File: config.mk
export PLATFORM = sky130hd
export DESIGN_NAME = machine_job_scheduler_flat
export DESIGN_NICKNAME = d
export VERILOG_FILES = /design/src/rtl/machine_job_scheduler_if.sv /design/src/rtl/machine_job_scheduler.sv /design/src/flat_wrapper.sv
export SDC_FILE = /design/constraint.sdc
export NUM_CORES = 1
export LEC_CHECK = 0
export BUFFER_PORTS_ARGS = -buffer_cell sky130_fd_sc_hd__buf_2
export CAP_MARGIN = 20
export CORE_AREA = 2 2 326 328
export CTS_CLUSTER_DIAMETER = 120
export DETAILED_ROUTE_END_ITERATION = 8
export DIE_AREA = 0 0 328 330
export HOLD_SLACK_MARGIN = 0.1
export PLACE_DENSITY_LB_ADDON = 0.1
export SLEW_MARGIN = 20
export SYNTH_ARGS = -nofsm -noshare
export SYNTH_HDL_FRONTEND = slang
export SYNTH_SLANG_ARGS = --single-unit
File: constraint.sdc
create_clock -name clk -period 3.5 [get_ports clk]
set_clock_uncertainty 0.2 [all_clocks]
set_input_delay 0.175 -clock clk [delete_from_list [all_inputs] [get_ports clk]]
set_output_delay 0.175 -clock clk [all_outputs]
set_load 0.05 [all_outputs]
File: src/rtl/machine_job_scheduler_if.sv
`default_nettype none
// ============================================================================
// Module   : machine_job_scheduler_if
// Purpose  : Requester, engine and response bundle for machine_job_scheduler.
// Revision : 1.0 - initial release
// ============================================================================
interface machine_job_scheduler_if #(
    parameter int NUM_REQ           = 4,
    parameter int MAX_NUM_LIGHTS    = 10,
    parameter int MAX_NUM_BUTTONS   = 13,
    parameter int MAX_NUM_LIGHTS_W  = 4,
    parameter int MAX_NUM_BUTTONS_W = 4,
    parameter int MAX_NUM_PRESSES_W = 4,
    parameter int ID_W              = 2
);
    logic [NUM_REQ-1:0]                                          req_valid;
    logic [NUM_REQ-1:0]                                          req_ready;
    logic [NUM_REQ-1:0][MAX_NUM_LIGHTS_W-1:0]                    req_num_lights;
    logic [NUM_REQ-1:0][MAX_NUM_BUTTONS_W-1:0]                   req_num_buttons;
    logic [NUM_REQ-1:0][MAX_NUM_LIGHTS-1:0]                      req_target;
    logic [NUM_REQ-1:0][MAX_NUM_BUTTONS-1:0][MAX_NUM_LIGHTS-1:0] req_buttons;

    logic                                         eng_start;
    logic                                         eng_ready;
    logic                                         eng_accepted;
    logic [MAX_NUM_LIGHTS_W-1:0]                  eng_num_lights;
    logic [MAX_NUM_BUTTONS_W-1:0]                 eng_num_buttons;
    logic [MAX_NUM_LIGHTS-1:0]                    eng_target;
    logic [MAX_NUM_BUTTONS-1:0][MAX_NUM_LIGHTS-1:0] eng_buttons;
    logic [MAX_NUM_PRESSES_W-1:0]                 eng_min_presses;
    logic [MAX_NUM_BUTTONS-1:0]                   eng_buttons_to_press;

    logic                         rsp_valid;
    logic                         rsp_ready;
    logic [ID_W-1:0]              rsp_id;
    logic [MAX_NUM_PRESSES_W-1:0] rsp_min_presses;
    logic [MAX_NUM_BUTTONS-1:0]   rsp_buttons_to_press;
    logic                         rsp_no_solution;

    modport master (
        input  req_valid, req_num_lights, req_num_buttons, req_target, req_buttons,
        output req_ready,
        output eng_start, eng_accepted, eng_num_lights, eng_num_buttons, eng_target, eng_buttons,
        input  eng_ready, eng_min_presses, eng_buttons_to_press,
        output rsp_valid, rsp_id, rsp_min_presses, rsp_buttons_to_press, rsp_no_solution,
        input  rsp_ready
    );

    modport slave (
        output req_valid, req_num_lights, req_num_buttons, req_target, req_buttons,
        input  req_ready,
        input  eng_start, eng_accepted, eng_num_lights, eng_num_buttons, eng_target, eng_buttons,
        output eng_ready, eng_min_presses, eng_buttons_to_press,
        input  rsp_valid, rsp_id, rsp_min_presses, rsp_buttons_to_press, rsp_no_solution,
        output rsp_ready
    );
endinterface
`default_nettype wire

File: src/rtl/machine_job_scheduler.sv
`default_nettype none
// ============================================================================
// Module   : machine_job_scheduler
// Purpose  : Round-robin sharing of one configure_machine engine among
//            NUM_REQ requesters, with tagged responses and press totals.
// Revision : 1.0 - initial release
// ============================================================================
module machine_job_scheduler #(
    parameter int NUM_REQ           = 4,
    parameter int MAX_NUM_LIGHTS    = 10,
    parameter int MAX_NUM_BUTTONS   = 13,
    parameter int MAX_NUM_LIGHTS_W  = ($clog2(MAX_NUM_LIGHTS + 1) < 1) ? 1 : $clog2(MAX_NUM_LIGHTS + 1),
    parameter int MAX_NUM_BUTTONS_W = ($clog2(MAX_NUM_BUTTONS + 1) < 1) ? 1 : $clog2(MAX_NUM_BUTTONS + 1),
    parameter int MAX_NUM_PRESSES_W = MAX_NUM_BUTTONS_W,
    parameter int TOTAL_W           = 16,
    parameter int ID_W              = (NUM_REQ > 1) ? $clog2(NUM_REQ) : 1
) (
    input  wire logic               clk,
    input  wire logic               rst_n,
    machine_job_scheduler_if.master bus,
    input  wire logic               clear_totals,
    output logic [TOTAL_W-1:0]      total_presses,
    output logic [TOTAL_W-1:0]      jobs_done,
    output logic                    total_overflow
);
    typedef enum logic [1:0] {
        ST_IDLE    = 2'd0,
        ST_START   = 2'd1,
        ST_WAIT    = 2'd2,
        ST_RESPOND = 2'd3
    } state_t;

    state_t                       state_q, state_d;
    logic [ID_W-1:0]              rr_ptr_q, rr_ptr_d;
    logic [ID_W-1:0]              id_q, id_d;
    logic [MAX_NUM_LIGHTS_W-1:0]  lights_q, lights_d;
    logic [MAX_NUM_BUTTONS_W-1:0] buttons_q, buttons_d;
    logic [MAX_NUM_LIGHTS-1:0]    target_q, target_d;
    logic [MAX_NUM_BUTTONS-1:0][MAX_NUM_LIGHTS-1:0] wiring_q, wiring_d;
    logic [MAX_NUM_PRESSES_W-1:0] presses_q, presses_d;
    logic [MAX_NUM_BUTTONS-1:0]   press_set_q, press_set_d;
    logic                         no_sol_q, no_sol_d;
    logic [TOTAL_W-1:0]           total_q, total_d;
    logic [TOTAL_W-1:0]           jobs_q, jobs_d;
    logic                         ovf_q, ovf_d;

    logic                         grant_found;
    logic [ID_W-1:0]              grant_idx;
    logic [NUM_REQ-1:0]           req_ready;
    logic                         rsp_handshake;
    logic [TOTAL_W:0]             sum;
    int                           pos;

    // First valid requester at or after rr_ptr, wrapping around.
    always_comb begin
        grant_found = 1'b0;
        grant_idx   = '0;
        pos         = 0;
        for (int k = 0; k < NUM_REQ; k++) begin
            pos = int'(rr_ptr_q) + k;
            if (pos >= NUM_REQ) pos = pos - NUM_REQ;
            if (!grant_found && bus.req_valid[pos]) begin
                grant_found = 1'b1;
                grant_idx   = ID_W'(pos);
            end
        end
    end

    always_comb begin
        req_ready = '0;
        for (int i = 0; i < NUM_REQ; i++) begin
            req_ready[i] = rst_n && (state_q == ST_IDLE) && grant_found && (grant_idx == ID_W'(i));
        end
    end

    always_comb begin
        state_d     = state_q;
        rr_ptr_d    = rr_ptr_q;
        id_d        = id_q;
        lights_d    = lights_q;
        buttons_d   = buttons_q;
        target_d    = target_q;
        wiring_d    = wiring_q;
        presses_d   = presses_q;
        press_set_d = press_set_q;
        no_sol_d    = no_sol_q;
        case (state_q)
            ST_IDLE: begin
                if (grant_found) begin
                    state_d   = ST_START;
                    id_d      = grant_idx;
                    lights_d  = bus.req_num_lights[grant_idx];
                    buttons_d = bus.req_num_buttons[grant_idx];
                    target_d  = bus.req_target[grant_idx];
                    wiring_d  = bus.req_buttons[grant_idx];
                    if (int'(grant_idx) + 1 >= NUM_REQ) rr_ptr_d = '0;
                    else                                rr_ptr_d = grant_idx + ID_W'(1);
                end
            end
            ST_START: state_d = ST_WAIT;
            ST_WAIT: begin
                if (bus.eng_ready) begin
                    state_d     = ST_RESPOND;
                    presses_d   = bus.eng_min_presses;
                    press_set_d = bus.eng_buttons_to_press;
                    no_sol_d    = &bus.eng_min_presses;
                end
            end
            ST_RESPOND: if (bus.rsp_ready) state_d = ST_IDLE;
            default:    state_d = ST_IDLE;
        endcase
    end

    assign rsp_handshake = (state_q == ST_RESPOND) && bus.rsp_ready;

    // A coincident clear wipes the old totals before this job is added.
    always_comb begin
        total_d = clear_totals ? '0 : total_q;
        jobs_d  = clear_totals ? '0 : jobs_q;
        ovf_d   = clear_totals ? 1'b0 : ovf_q;
        sum     = '0;
        if (rsp_handshake) begin
            if (jobs_d != '1) jobs_d = jobs_d + TOTAL_W'(1);
            if (!no_sol_q) begin
                sum = {1'b0, total_d} + (TOTAL_W + 1)'(presses_q);
                if (sum[TOTAL_W]) begin
                    total_d = '1;
                    ovf_d   = 1'b1;
                end else begin
                    total_d = sum[TOTAL_W-1:0];
                end
            end
        end
    end

    always_ff @(posedge clk or negedge rst_n) begin
        if (!rst_n) begin
            state_q     <= ST_IDLE;
            rr_ptr_q    <= '0;
            id_q        <= '0;
            lights_q    <= '0;
            buttons_q   <= '0;
            target_q    <= '0;
            wiring_q    <= '0;
            presses_q   <= '0;
            press_set_q <= '0;
            no_sol_q    <= 1'b0;
            total_q     <= '0;
            jobs_q      <= '0;
            ovf_q       <= 1'b0;
        end else begin
            state_q     <= state_d;
            rr_ptr_q    <= rr_ptr_d;
            id_q        <= id_d;
            lights_q    <= lights_d;
            buttons_q   <= buttons_d;
            target_q    <= target_d;
            wiring_q    <= wiring_d;
            presses_q   <= presses_d;
            press_set_q <= press_set_d;
            no_sol_q    <= no_sol_d;
            total_q     <= total_d;
            jobs_q      <= jobs_d;
            ovf_q       <= ovf_d;
        end
    end

    assign bus.req_ready            = req_ready;
    assign bus.eng_start            = (state_q == ST_START);
    assign bus.eng_accepted         = (state_q == ST_WAIT) && bus.eng_ready;
    assign bus.eng_num_lights       = lights_q;
    assign bus.eng_num_buttons      = buttons_q;
    assign bus.eng_target           = target_q;
    assign bus.eng_buttons          = wiring_q;
    assign bus.rsp_valid            = (state_q == ST_RESPOND);
    assign bus.rsp_id               = id_q;
    assign bus.rsp_min_presses      = presses_q;
    assign bus.rsp_buttons_to_press = press_set_q;
    assign bus.rsp_no_solution      = no_sol_q;
    assign total_presses            = total_q;
    assign jobs_done                = jobs_q;
    assign total_overflow           = ovf_q;
endmodule
`default_nettype wire

File: src/flat_wrapper.sv
// flat-port wrapper written by rule: the top's interface ports become plain ports
module machine_job_scheduler_flat 
#(
    parameter int NUM_REQ           = 4,
    parameter int MAX_NUM_LIGHTS    = 10,
    parameter int MAX_NUM_BUTTONS   = 13,
    parameter int MAX_NUM_LIGHTS_W  = ($clog2(MAX_NUM_LIGHTS + 1) < 1) ? 1 : $clog2(MAX_NUM_LIGHTS + 1),
    parameter int MAX_NUM_BUTTONS_W = ($clog2(MAX_NUM_BUTTONS + 1) < 1) ? 1 : $clog2(MAX_NUM_BUTTONS + 1),
    parameter int MAX_NUM_PRESSES_W = MAX_NUM_BUTTONS_W,
    parameter int TOTAL_W           = 16,
    parameter int ID_W              = (NUM_REQ > 1) ? $clog2(NUM_REQ) : 1
)
  (clk, rst_n, clear_totals, total_presses, jobs_done, total_overflow, bus_req_valid, bus_req_num_lights, bus_req_num_buttons, bus_req_target, bus_req_buttons, bus_req_ready, bus_eng_start, bus_eng_accepted, bus_eng_num_lights, bus_eng_num_buttons, bus_eng_target, bus_eng_buttons, bus_eng_ready, bus_eng_min_presses, bus_eng_buttons_to_press, bus_rsp_valid, bus_rsp_id, bus_rsp_min_presses, bus_rsp_buttons_to_press, bus_rsp_no_solution, bus_rsp_ready);
  machine_job_scheduler_if #(.NUM_REQ(NUM_REQ), .MAX_NUM_LIGHTS(MAX_NUM_LIGHTS), .MAX_NUM_BUTTONS(MAX_NUM_BUTTONS), .MAX_NUM_LIGHTS_W(MAX_NUM_LIGHTS_W), .MAX_NUM_BUTTONS_W(MAX_NUM_BUTTONS_W), .MAX_NUM_PRESSES_W(MAX_NUM_PRESSES_W), .ID_W(ID_W)) bus_i ();
  input  wire logic clk;
  input  wire logic rst_n;
  input  wire logic clear_totals;
  output logic [TOTAL_W-1:0] total_presses;
  output logic [TOTAL_W-1:0] jobs_done;
  output logic total_overflow;
  input wire logic [$bits(bus_i.req_valid)-1:0] bus_req_valid;
  input wire logic [$bits(bus_i.req_num_lights)-1:0] bus_req_num_lights;
  input wire logic [$bits(bus_i.req_num_buttons)-1:0] bus_req_num_buttons;
  input wire logic [$bits(bus_i.req_target)-1:0] bus_req_target;
  input wire logic [$bits(bus_i.req_buttons)-1:0] bus_req_buttons;
  output wire logic [$bits(bus_i.req_ready)-1:0] bus_req_ready;
  output wire logic [$bits(bus_i.eng_start)-1:0] bus_eng_start;
  output wire logic [$bits(bus_i.eng_accepted)-1:0] bus_eng_accepted;
  output wire logic [$bits(bus_i.eng_num_lights)-1:0] bus_eng_num_lights;
  output wire logic [$bits(bus_i.eng_num_buttons)-1:0] bus_eng_num_buttons;
  output wire logic [$bits(bus_i.eng_target)-1:0] bus_eng_target;
  output wire logic [$bits(bus_i.eng_buttons)-1:0] bus_eng_buttons;
  input wire logic [$bits(bus_i.eng_ready)-1:0] bus_eng_ready;
  input wire logic [$bits(bus_i.eng_min_presses)-1:0] bus_eng_min_presses;
  input wire logic [$bits(bus_i.eng_buttons_to_press)-1:0] bus_eng_buttons_to_press;
  output wire logic [$bits(bus_i.rsp_valid)-1:0] bus_rsp_valid;
  output wire logic [$bits(bus_i.rsp_id)-1:0] bus_rsp_id;
  output wire logic [$bits(bus_i.rsp_min_presses)-1:0] bus_rsp_min_presses;
  output wire logic [$bits(bus_i.rsp_buttons_to_press)-1:0] bus_rsp_buttons_to_press;
  output wire logic [$bits(bus_i.rsp_no_solution)-1:0] bus_rsp_no_solution;
  input wire logic [$bits(bus_i.rsp_ready)-1:0] bus_rsp_ready;
  assign bus_i.req_valid = bus_req_valid;
  assign bus_i.req_num_lights = bus_req_num_lights;
  assign bus_i.req_num_buttons = bus_req_num_buttons;
  assign bus_i.req_target = bus_req_target;
  assign bus_i.req_buttons = bus_req_buttons;
  assign bus_req_ready = bus_i.req_ready;
  assign bus_eng_start = bus_i.eng_start;
  assign bus_eng_accepted = bus_i.eng_accepted;
  assign bus_eng_num_lights = bus_i.eng_num_lights;
  assign bus_eng_num_buttons = bus_i.eng_num_buttons;
  assign bus_eng_target = bus_i.eng_target;
  assign bus_eng_buttons = bus_i.eng_buttons;
  assign bus_i.eng_ready = bus_eng_ready;
  assign bus_i.eng_min_presses = bus_eng_min_presses;
  assign bus_i.eng_buttons_to_press = bus_eng_buttons_to_press;
  assign bus_rsp_valid = bus_i.rsp_valid;
  assign bus_rsp_id = bus_i.rsp_id;
  assign bus_rsp_min_presses = bus_i.rsp_min_presses;
  assign bus_rsp_buttons_to_press = bus_i.rsp_buttons_to_press;
  assign bus_rsp_no_solution = bus_i.rsp_no_solution;
  assign bus_i.rsp_ready = bus_rsp_ready;
  machine_job_scheduler #(.NUM_REQ(NUM_REQ), .MAX_NUM_LIGHTS(MAX_NUM_LIGHTS), .MAX_NUM_BUTTONS(MAX_NUM_BUTTONS), .MAX_NUM_LIGHTS_W(MAX_NUM_LIGHTS_W), .MAX_NUM_BUTTONS_W(MAX_NUM_BUTTONS_W), .MAX_NUM_PRESSES_W(MAX_NUM_PRESSES_W), .TOTAL_W(TOTAL_W), .ID_W(ID_W)) u_core (.clk(clk), .rst_n(rst_n), .bus(bus_i), .clear_totals(clear_totals), .total_presses(total_presses), .jobs_done(jobs_done), .total_overflow(total_overflow));
endmodule
* After elaboration in Yosys (flattened, before gate mapping)
Index checks and enable logic that the tools add are counted.
Operators by class: add/subtract/negate cells 11, order comparisons 10, eq/ne operators 10, multiplexer cells 48, reduce and logical (&&, ||, !) cells 20
Operators by type and width (number):
- binary-select mux 130 bit (select 2 bit) | 1
- 2-to-1 mux 130 bit | 1
- greater-or-equal comparator 32 x 4 -> 1 bit (second input constant) | 4
- less-than comparator 32 x 4 -> 1 bit (second input constant) | 4
- 2-to-1 mux 32 bit | 4
- 2-to-1 mux 16 bit | 7
- subtractor 32 x 4 -> 32 bit (second input constant) | 3
- binary-select mux 10 bit (select 2 bit) | 1
- adder 16 x 4 -> 17 bit | 1
- adder 16 x 1 -> 16 bit (second input constant) | 1
- binary-select mux 4 bit (select 2 bit) | 2
- 2-to-1 mux 1 bit | 16
- 2-to-1 mux 2 bit | 8
- != test 16 bit (second input constant) | 1
- logical AND 1 bit | 11
- 2-to-1 mux 10 bit | 1
- binary-select mux 1 bit (select 2 bit) | 4
- equality test 2 bit (second input constant) | 4
- 2-to-1 mux 4 bit | 2
- one-hot mux 2 bit (4 select lines) | 1
- adder 2 x 1 -> 3 bit (second input constant) | 2
- adder 2 x 2 -> 3 bit (second input constant) | 2
- equality test 2 x 1 -> 1 bit (second input constant) | 2
- logical NOT 2 bit | 2
- other kinds (10) | 14
Storage, ports and cells: register bits 205, input bits 618, output and inout bits 208, word-level logic and storage cells 124

* Depth between registers and ports, before layout
depth after elaboration 18, gate-level depth with buffers 11, mapped depth without buffers 8

* Least setup slack after synthesis
No wires, ideal clock.
path kind register -> register, start register u_core.total_q[0], in the netlist u_core.total_presses[0], end register u_core.total_q[11], in the netlist u_core.total_presses[11], library setup time 0.136 ns, data arrival time 2.332 ns, required time 3.164 ns, path slack 0.831 ns, stages on the path, launching flop included 10, buffers on the path 1, period minus slack after synthesis 2.669 ns, cell sequence dfrtp_1 -> nor2b_1 -> ha_1 -> fa_1 -> a21o_1 -> a21oi_1 -> nor2_1 -> nand3_1 -> buf_2 -> o21ai_0
On the way: longest elaborated chain between the ends 5
RTL lines:
- from (decl) | line machine_job_scheduler.sv:43 | logic [TOTAL_W-1:0] total_q, total_d;
- from (signal assigned) | line machine_job_scheduler.sv:162 | total_q <= total_d;
- 2-to-1 mux 16 bit | line machine_job_scheduler.sv:118 | total_d = clear_totals ? '0 : total_q;
- adder 16 x 4 -> 17 bit | line machine_job_scheduler.sv:125 | sum = {1'b0, total_d} + (TOTAL_W + 1)'(presses_q);
- 2-to-1 mux 16 bit | line machine_job_scheduler.sv:126 | if (sum[TOTAL_W]) begin
- 2-to-1 mux 16 bit | line machine_job_scheduler.sv:124 | if (!no_sol_q) begin
- 2-to-1 mux 16 bit | line machine_job_scheduler.sv:122 | if (rsp_handshake) begin
- via u_core.total_d[11] | line machine_job_scheduler.sv:43
The timed path passes the listed nets, and every way through them passes these cells. A chain may end at the register's enable or synchronous reset.

* Final worst setup path
start register u_core.rr_ptr_q[0], end register u_core.wiring_q, in the netlist u_core.bus.eng_buttons[66]
On the way: longest elaborated chain between the ends 17, elaborated cells between the ends (all ways) 44, classes of those cells add/sub (7); order compare (4); mux (26); reduce/logical (7)
RTL lines:
- from (decl) | line machine_job_scheduler.sv:34 | logic [ID_W-1:0] rr_ptr_q, rr_ptr_d;
- from (signal assigned) | line machine_job_scheduler.sv:153 | rr_ptr_q <= rr_ptr_d;
- parallel branches: the longest is 14 deep, another holds subtractor 32 x 4 -> 32 bit
- 2-to-1 mux 2 bit (*) | line machine_job_scheduler.sv:62 | if (!grant_found && bus.req_valid[pos]) begin
- via u_core.grant_idx[0] | line machine_job_scheduler.sv:48 | logic [ID_W-1:0] grant_idx;
- binary-select mux 130 bit (select 2 bit) (*) | line machine_job_scheduler.sv:95 | wiring_d = bus.req_buttons[grant_idx];
- 2-to-1 mux 130 bit (implied by the code) (*) | line machine_job_scheduler.sv:95
- to (signal assigned) | line machine_job_scheduler.sv:158 | wiring_q <= wiring_d;
- to (decl) | line machine_job_scheduler.sv:39 | logic [MAX_NUM_BUTTONS-1:0][MAX_NUM_LIGHTS-1:0] wiring_q, wiring_d;
Mark *: on every way through the listed nets, which the timed path passes. The select of a mux whose other input is x is not followed.

==> impl_metrics.json <==
{
  "outcome": "finished, final reports clean",
  "ios": 826,
  "worstPathRequired_ns": 3.79,
  "die_area_um2": 108000,
  "hold_depth": 7,
  "ys_top_cells_by_area": "dfrtp_1, mux2i_1, o221ai_1, nand2_1, buf_6",
  "fin_crit_sh": 0.962,
  "fillers": 11338,
  "critPathMaxFanout": 41,
  "cts_sinks": 205,
  "synth_cell_types": 55,
  "ir_drop_mv": 0.383,
  "die_y_um": 330,
  "hold_viol": 0,
  "grt_max_degree": 91,
  "cts_tree": "done",
  "min_from": "bus_req_valid[1]",
  "reg2reg_from": "u_core.rr_ptr_q[0]$_DFFE_PN0P_",
  "worstSetupEndpointType": "flop",
  "leakage_nw": 12.5,
  "pre_cts_ws_ns": 0.512,
  "placed_area_um2": 17900,
  "worstSkewPairLatency_ns": 0.62,
  "final_nets": 3127,
  "grt_setup_unrepaired": "no",
  "clockBufferDepth": 3,
  "grt_pass1_wl_mm": 97.2,
  "synth_ff_type": "dfrtp_1",
  "grt_antenna_before_repair": 5,
  "row_count": 119,
  "numCtsBuffers": 31,
  "via_count": 14761,
  "htreeDepth": 1,
  "grt_overflow": 0,
  "syn_area_per_cell_um2": 11.0,
  "grt_use_total": 0.118,
  "finalInstanceArea_um2": 24900,
  "seq_area_frac_synth": 0.419,
  "dp_hpwl_mm": 49.7,
  "first_iter_violations": 445,
  "gp_congestion": 0.825,
  "hp-class": "primary input to flop",
  "ys_seq_elements": 205,
  "wirelength_mm": 70.0,
  "post_route_cells_drive_above_1_share": 0.377,
  "synthCells": 1111,
  "slew_viol_final": 0,
  "report.final.setup_viol": 0,
  "synth_area_um2": 12300,
  "max_slew_margin": 0.387,
  "fmax_mhz": 297,
  "start_kind": "flop",
  "routedWlPerCell_um": 17.9,
  "period_needed_ns": 3.37,
  "viasPerCell": 3.78,
  "yosysTopAreaCell": "dfrtp_1",
  "cts_root_buffer": "clkbuf_16",
  "placed_cells": 3264,
  "drt_pass1_iterations": 5,
  "ys_async_sr_fraction": 1.00,
  "clk_pin_slew_ns": 0.06,
  "power.density_nw_per_um2": 789,
  "fin_tns_setup_ns": 0,
  "die_w_um": 328,
  "crit_type": "flop to flop",
  "r2r_slack_ns": 0.13,
  "grt_pass1_vias": 15798,
  "drc_errors": 0,
  "drv_cap": 0,
  "netlist.area_leader.share": 0.419,
  "syn-num-nets": 1744,
  "syn_to_final_growth_pct": 103,
  "reg2regPathDepth": 11,
  "reg2reg_to": "u_core.bus.eng_buttons[66]$_DFFE_PN0P_",
  "port-buffer-count": 825,
  "yosys_warnings": 0,
  "worst_pin_slew_ns": 0.920,
  "ant_nets": 0,
  "synth-edff-count": 0,
  "setup_ws_ns": 0.133,
  "holdPathEnd": "u_core.rr_ptr_q[1]$_DFFE_PN0P_",
  "core_um2": 105000,
  "worstPathArrival_ns": 3.66,
  "layoutNonFillerInstCount": 3909,
  "start_util": 0.117
}
[placed cells by master, fill, tap and decap left out, types with 3 or more instances in the layout]
master and instances:
inv_1 9, buf_12 10, buf_4 18, mux2i_1 299, nand2_1 171, nand4_1 6, o221ai_2 10, ha_1 14
clkbuf_8 10, and3_1 7, dlygate4sd3_1 581, clkbuf_1 10, nor3_1 5, a21oi_1 8, nand3_1 13, nor2b_1 20
mux2_2 21, a211oi_1 4, buf_2 824, nor2_1 13, o21ai_0 14, xor2_1 9, o221ai_1 138, dfrtp_1 205
xnor2_1 14, clkbuf_16 32, and4b_1 3
[sequential cells by signal, summed over array words and instances, names as in the netlist]
signal,count
u_core.bus.eng_buttons,130
u_core.jobs_done,16
u_core.total_presses,16
u_core.bus.rsp_buttons_to_press,13
u_core.bus.eng_target,10
u_core.bus.eng_num_buttons,4
u_core.bus.eng_num_lights,4
u_core.bus.rsp_min_presses,4
u_core.bus.rsp_id,2
u_core.rr_ptr_q,2
u_core.state_q,2
u_core.bus.rsp_no_solution,1
u_core.total_overflow,1
[what timing repair did]
item	in CTS	in global routing
buffers inserted	0	2
hold buffers	583	0
gates resized for setup	0	6
endpoints found under the hold margin	366	0
endpoints found under the setup margin	0	31
[how the worst max path moves through the flow]
stage	start	slack, ns	to	cells past startpoint
after global routing	bus_req_valid[0]	0.0002	u_core.bus.eng_buttons[25]$_DFFE_PN0P_	10
after detailed placement	u_core.total_presses[0]$_DFF_PN0_	0.51	u_core.total_presses[13]$_DFF_PN0_	8
after CTS	u_core.rr_ptr_q[0]$_DFFE_PN0P_	0.02	u_core.bus.eng_target[2]$_DFFE_PN0P_	10
after global placement	u_core.total_presses[0]$_DFF_PN0_	0.58	u_core.total_overflow$_DFF_PN0_	8
final	u_core.rr_ptr_q[0]$_DFFE_PN0P_	0.13	u_core.bus.eng_buttons[66]$_DFFE_PN0P_	11
after floorplan	u_core.total_presses[0]$_DFF_PN0_	0.83	u_core.total_presses[11]$_DFF_PN0_	9
[final cells by class]
class                   count  area (µm²)  share of cell area
diodes                      1        2.50            0.000101
clock buffers              51         951              0.0382
repair inverters            1        16.3            0.000654
clock inverters             5        57.6             0.00231
inverters                  11        67.6             0.00272
well taps                1391        1740              0.0700
repair buffers           1439       10400               0.418
multi-input cells         805        6510               0.262
flip-flops and latches    205        5130               0.206
[power breakdown]
group	internal [W]	switching, W
Clock	0.00190	0.00126
Sequential	0.00340	0.000563
Combinational	0.00481	0.00770
[stage by stage]
stage,hold WS (ns),power [W],util
floorplan,-0.321,0.0114,-
global placement,-0.0343,0.0145,0.171
detailed placement,-0.0360,0.0145,0.171
CTS,0.103,0.0198,0.237
global route,0.139,0.0209,0.238
finish,0.133,0.0196,0.238
[cells in the mapped netlist (7+ instances only)]
cell type,n
buf_4,11
o221ai_1,138
nand3_1,13
dfrtp_1,205
ha_1,14
mux2i_1,299
buf_6,24
and3_1,7
xor2_1,9
nor2_1,13
nand2_1,171
buf_2,30
xnor2_1,14
mux2_2,21
inv_1,9
o221ai_2,10
clkbuf_1,24
nor2b_1,21
a21oi_1,8
o21ai_0,14
[per-layer routing]
metal | track usage | vias up | wire length, µm
met5 | 0 | - | 24
met4 | 0.0367 | 4 | 2020
met3 | 0.0293 | 92 | 4750
met2 | 0.223 | 546 | 36600
met1 | 0.129 | 7152 | 26600
li1 | - | 6967 | -
[logic make-up after synthesis]
logic type,Yosys count,share of synthesized area
AND/OR/NAND/NOR,257,0.0961
flip-flops,205,0.419
AO/OA/AOI/OAI,190,0.136
XOR/XNOR,23,0.0164
multiplexers,320,0.264
buffers and inverters,101,0.0532
adder cells (fa/ha/maj),15,0.0159
[worst max-delay path, cell delays in order, from the launching register on]
cell	delay [ns]
dfrtp_1	0.41
nor2b_1	0.09
o21ai_1	0.17
o21ai_2	0.10
nor2_4	0.14
buf_12	0.14
clkinv_16	0.15
buf_16	0.28
mux2i_1	0.15
dlygate4sd3_1	0.57
o221ai_1	0.12
dlygate4sd3_1	0.59
No activity file was read; power rests on OpenSTA's default activity.
